[src/rtl/obi_sram_bridge.sv]
// obi_sram_bridge
//   Terminates the interconnect slave req/gnt/rvalid protocol and drives a
//   single-port synchronous SRAM with a fixed read latency of MEM_LATENCY.
//   Accesses are tracked in a MEM_LATENCY-deep pipe of {valid, we} entries.
//   Grant is throttled so no more than MAX_OUTSTANDING accesses are ever in
//   flight. Each retiring access produces one registered rvalid pulse.
//
//   Optional feature macro: OBI_SRAM_BRIDGE_WRITE_RESP_EN
//     defined   : writes also retire with an rvalid pulse and rdata = 0.
//     undefined : only reads pulse rvalid. Writes still hold a tracker slot
//                 until they retire, and they never touch rdata.

module obi_sram_bridge #(
    parameter int DATA_WIDTH       = 32,
    parameter int SLAVE_ADDR_WIDTH = 10,
    parameter int MEM_LATENCY      = 1,
    parameter int MAX_OUTSTANDING  = 2
) (
    input  logic                          clk,
    input  logic                          reset,
    input  logic                          slave_data_req_i,
    input  logic [SLAVE_ADDR_WIDTH-1:0]   slave_data_addr_i,
    input  logic                          slave_data_we_i,
    input  logic [DATA_WIDTH/8-1:0]       slave_data_be_i,
    input  logic [DATA_WIDTH-1:0]         slave_data_wdata_i,
    output logic                          slave_data_gnt_o,
    output logic                          slave_data_rvalid_o,
    output logic [DATA_WIDTH-1:0]         slave_data_rdata_o,
    output logic                          mem_en_o,
    output logic                          mem_we_o,
    output logic [DATA_WIDTH/8-1:0]       mem_wmask_o,
    output logic [SLAVE_ADDR_WIDTH-3:0]   mem_addr_o,
    output logic [DATA_WIDTH-1:0]         mem_wdata_o,
    input  logic [DATA_WIDTH-1:0]         mem_rdata_i
);

    localparam int         BE_W    = DATA_WIDTH / 8;
    localparam logic [2:0] MAX_OUT = 3'(MAX_OUTSTANDING);

    // One tracker entry per pipeline stage of the SRAM read path.
    typedef struct packed {
        logic vld;
        logic we;
    } trk_t;

    trk_t [MEM_LATENCY-1:0] vld_pipe;
    logic [2:0]             count;
    logic                   accept;
    logic                   retire;
    logic                   retire_we;
    logic                   resp_fire;
    logic                   unused_addr;

    // Byte offset within the word carries no meaning for a word-wide SRAM.
    assign unused_addr = ^slave_data_addr_i[1:0];

    assign retire    = vld_pipe[MEM_LATENCY-1].vld;
    assign retire_we = vld_pipe[MEM_LATENCY-1].we;

    // A retiring entry frees its slot in the same cycle, so a full tracker
    // can still accept while something leaves. Reset forces grant low so no
    // SRAM access escapes while state is being cleared.
    assign slave_data_gnt_o = slave_data_req_i & ~reset &
                              ((count - {2'b00, retire}) < MAX_OUT);
    assign accept           = slave_data_req_i & slave_data_gnt_o;

    // SRAM strobes come straight from the accepted request.
    assign mem_en_o    = accept;
    assign mem_we_o    = accept & slave_data_we_i;
    assign mem_wmask_o = (accept & slave_data_we_i) ? slave_data_be_i : {BE_W{1'b0}};
    assign mem_addr_o  = slave_data_addr_i[SLAVE_ADDR_WIDTH-1:2];
    assign mem_wdata_o = slave_data_wdata_i;

`ifdef OBI_SRAM_BRIDGE_WRITE_RESP_EN
    assign resp_fire = retire;
`else
    assign resp_fire = retire & ~retire_we;
`endif

    // Tracker shift register: stage 0 captures this cycle's accept. The last
    // stage lines up with the cycle in which mem_rdata_i is valid.
    always_ff @(posedge clk or posedge reset) begin
        if (reset) begin
            vld_pipe <= '0;
        end else begin
            vld_pipe[0] <= '{vld: accept, we: accept & slave_data_we_i};
            for (int i = 1; i < MEM_LATENCY; i++) begin
                vld_pipe[i] <= vld_pipe[i-1];
            end
        end
    end

    // Outstanding count. An accept and a retire in the same cycle cancel out.
    always_ff @(posedge clk or posedge reset) begin
        if (reset) begin
            count <= '0;
        end else begin
            count <= count + {2'b00, accept} - {2'b00, retire};
        end
    end

    // Response register. The rvalid pulse lasts exactly one cycle, and rdata
    // keeps its last value between responses.
    always_ff @(posedge clk or posedge reset) begin
        if (reset) begin
            slave_data_rvalid_o <= 1'b0;
            slave_data_rdata_o  <= '0;
        end else begin
            slave_data_rvalid_o <= resp_fire;
            if (resp_fire) begin
                slave_data_rdata_o <= retire_we ? {DATA_WIDTH{1'b0}} : mem_rdata_i;
            end
        end
    end

endmodule

[config.mk]
export PLATFORM = sky130hd
export DESIGN_NAME = obi_sram_bridge
export DESIGN_NICKNAME = d
export VERILOG_FILES = /design/src/rtl/obi_sram_bridge.sv
export SDC_FILE = /design/constraint.sdc
export NUM_CORES = 1
export LEC_CHECK = 0
export CAP_MARGIN = 20
export CORE_ASPECT_RATIO = 1.1
export CORE_UTILIZATION = 32
export DETAILED_ROUTE_END_ITERATION = 8
export GPL_TIMING_DRIVEN = 0
export PLACE_DENSITY = 0.85
export REMOVE_ABC_BUFFERS = 1
export SLEW_MARGIN = 20
export SYNTH_ARGS = -nofsm -noshare
export SYNTH_HDL_FRONTEND = slang
export SYNTH_SLANG_ARGS = --single-unit
[constraint.sdc]
create_clock -name clk -period 3.3 [get_ports clk]
set_input_delay 0.66 -clock clk [delete_from_list [all_inputs] [get_ports clk]]
set_output_delay 0.66 -clock clk [all_outputs]
set_load 0.1 [all_outputs]
==> impl_metrics.ini <==
[status]
outcome = complete, no violations

[layout]
drive_gt1_frac = 0.167
nets = 273
area_growth_syn_to_layout_pct = 35.9
filler_cell_count = 519
postLayoutCoreUtil = 0.460
antennaDiodeCount = 0

[synth]
unique_masters_post_synth = 17
post_synth_inst_count = 143
syn-mean-instance-area_um2 = 12.9
synth.most_common_cell = buf_4
yosysSeqAreaShare = 0.514
synthesis.yosys.warnings = 0
synthArstFlopShare = 1.00
synth_ff_type = dfrtp_1
netlist.area_leader.share = 0.514
number_of_enable_type_register_cells_in_the_synthesized_netlist = 0
synth.top_cells.by_area = dfrtp_1 (51%), buf_4 (16%), mux2_1 (10%)
synth_area_um2 = 1850
ys_seq_elements = 38
most_frequent_cells_after_synthesis = buf_4 (40), dfrtp_1 (38), mux2_1 (17), mux2_2 (15), inv_1 (7)
netlist.top_cell.by_area = dfrtp_1

[grt]
gr_util_met3 = 0.200
globalRouteMet1Util = 0.175
maximum_number_of_pins_on_one_net_before_global_route_repair = 23
grt-busiest-layer = met2
grt_pass1_vias = 1221
antenna_found_initial = 0
grtUsageMet2 = 0.213
global_route_wire_length_before_repair_um = 7140
grt_use_total = 0.170
grt_overflow = 0

[routing]
routed_wire_length_um = 5150
via_per_inst = 4.65
antenna_left = 0
vias = 1214
drt_iter0_markers = 25
dr.pass1.iters = 4
detail_route.wl_per_cell_um = 19.7
drt_drc_violations_left = 0

[worst_hold_path]
timing.hold.worst_path_depth = 1
worstHoldStart = slave_data_rdata_o[7]$_DFFE_PP0P_
worst_hold_path.endpoint = slave_data_rdata_o[7]$_DFFE_PP0P_
path_class_of_the_lowest_slack_min_delay_path = reg2reg

[sta]
fin_worst_hold_slack_ps = 486
grt_setup_unrepaired = false
final.setup_skew_ps = 8.78
final_period_minus_worst_setup_slack_ps = 3150
max_freq_mhz = 317
worst_pin_slew_ps = 980
final-hold-violation-count = 0
final_number_of_setup_violating_endpoints = 0
fin_ws_ps = 148
timing.max_slew.rel_slack = 0.345
final-max-slew-violation-count = 0
timing.final.crit_share = 0.955

[critical_path]
setup.worst_path.start_class = flop
cp_slowest_cell = clkdlybuf4s15_2
cell_by_cell_listing_of_the_critical_path = inv_1 -> ha_1 -> inv_1 -> ha_1 -> or3b_1 -> nor3_1 -> clkdlybuf4s15_2
worst_r2r_startpoint = count[0]$_DFF_PP0_
crit_path_max_fanout = 7
rr_endpoint = count[2]$_DFF_PP0_
worstPathRequired_ps = 2640
r2r_cells = 11
crit_path_max_incr_delay_ps = 580
critical_path_class = reg2out
worstSetupEndpointType = output pin
r2r_setup_slack_ps = 640
arrival_ps = 2490

[floorplanning]
die_w_um = 74.5
row_count = 28
height_of_the_die_um = 81.7
design.die.area_um2 = 6090
num_io_pins = 162
effective_utilization_at_floorplan = 0.338
placeableCoreArea_um2 = 5470

[clocking]
cts_tree = built
cts_setup_buffers = 0
cts_max_path_buffers = 2
cts-buffers-inserted = 5
cts.htree.levels = 2
clk_root_buffer_cell = clkbuf_8
tritoncts_num_sinks = 38
clkLatencyLatePin_ps = 280
clkTransAtPathRegs_ps = 70

[place]
place_hpwl_um = 4160
io_port_bufs = 79
placement.setup.worst_slack_ps = -438
place_congestion = 0.728

[job]
drv.max_cap_violation_count = 0
## stage by stage
stage	setup TNS, ps	instances	cell area, um^2
after global placement	-2140	252	2380
after global routing	0	261	2510
final	0	261	2510
after floorplan	-5710	98	1500
after detailed placement	-2350	254	2450
after CTS	0	261	2530
## layer usage
metal,routed length (um),up-vias
met1,1770,566
met5,61,-
met3,1260,16
met2,1980,125
li1,-,505
met4,73,2
## sequential cells by signal, summed over array words and instances, names as in the netlist
register and flops:
slave_data_rdata_o 32, retire_we 1, retire 1, slave_data_rvalid_o 1
count 3
## critical path, delay by kind of cell, from the launching register on
kind	cells	cell delay [ps]
buffers and inverters	3	690
AND/OR/NAND/NOR	2	690
adder cells (fa/ha/maj)	2	470
flip-flops	1	360
## layout by cell type, fill, tap and decap left out
cell type        netlist  layout
buf_16                 0       2
buf_2                  1       2
clkbuf_1               0       2
clkbuf_4               0       1
clkbuf_8               0       5
clkdlybuf4s15_2        0       3
clkdlybuf4s18_2        0       1
clkdlybuf4s50_1        0      72
dfrtp_1               38      38
fa_1                   1       1
ha_1                   4       4
inv_1                  7       6
inv_2                  0       1
mux2_1                17      17
mux2_2                15      15
nand2_1                4       4
nor2_1                 2       2
nor2b_4                0       1
nor3_1                 4       4
nor3b_1                1       1
or3b_1                 1       1
xnor2_1                2       2
xor2_1                 1       1
## cell type report
cell class              instances  area (um^2)  area share
clock buffers                   7         76.3      0.0304
well taps                      75         93.8      0.0373
inverters                       7         26.3      0.0105
repair buffers                 81          837       0.333
flip-flops and latches         38          951       0.378
multi-input cells              53          529       0.211
## repair_timing
action,in CTS,in global routing
gates resized for setup,26,8
setup endpoints to repair,7,4
hold buffers,0,0
## cell families after synthesis
family | Yosys count | synth area share
xor+xnor | 3 | 0.0142
buf+inv | 52 | 0.204
fa+ha+maj | 5 | 0.0379
mux | 32 | 0.195
flops | 38 | 0.514
simple gates | 13 | 0.0352
## worst max-delay path by stage
stage	from	depth (start not counted)	to
after CTS	count[0]$_DFF_PP0_	7	mem_we_o
after floorplan	count[0]$_DFF_PP0_	6	mem_we_o
final	count[0]$_DFF_PP0_	7	mem_wmask_o[2]
after detailed placement	reset	4	mem_we_o
after global placement	reset	4	mem_we_o
after global routing	count[0]$_DFF_PP0_	7	mem_wmask_o[1]
Power is not shown: default switching activity piles up to over one toggle a cycle in this logic, so the estimate is an artifact.
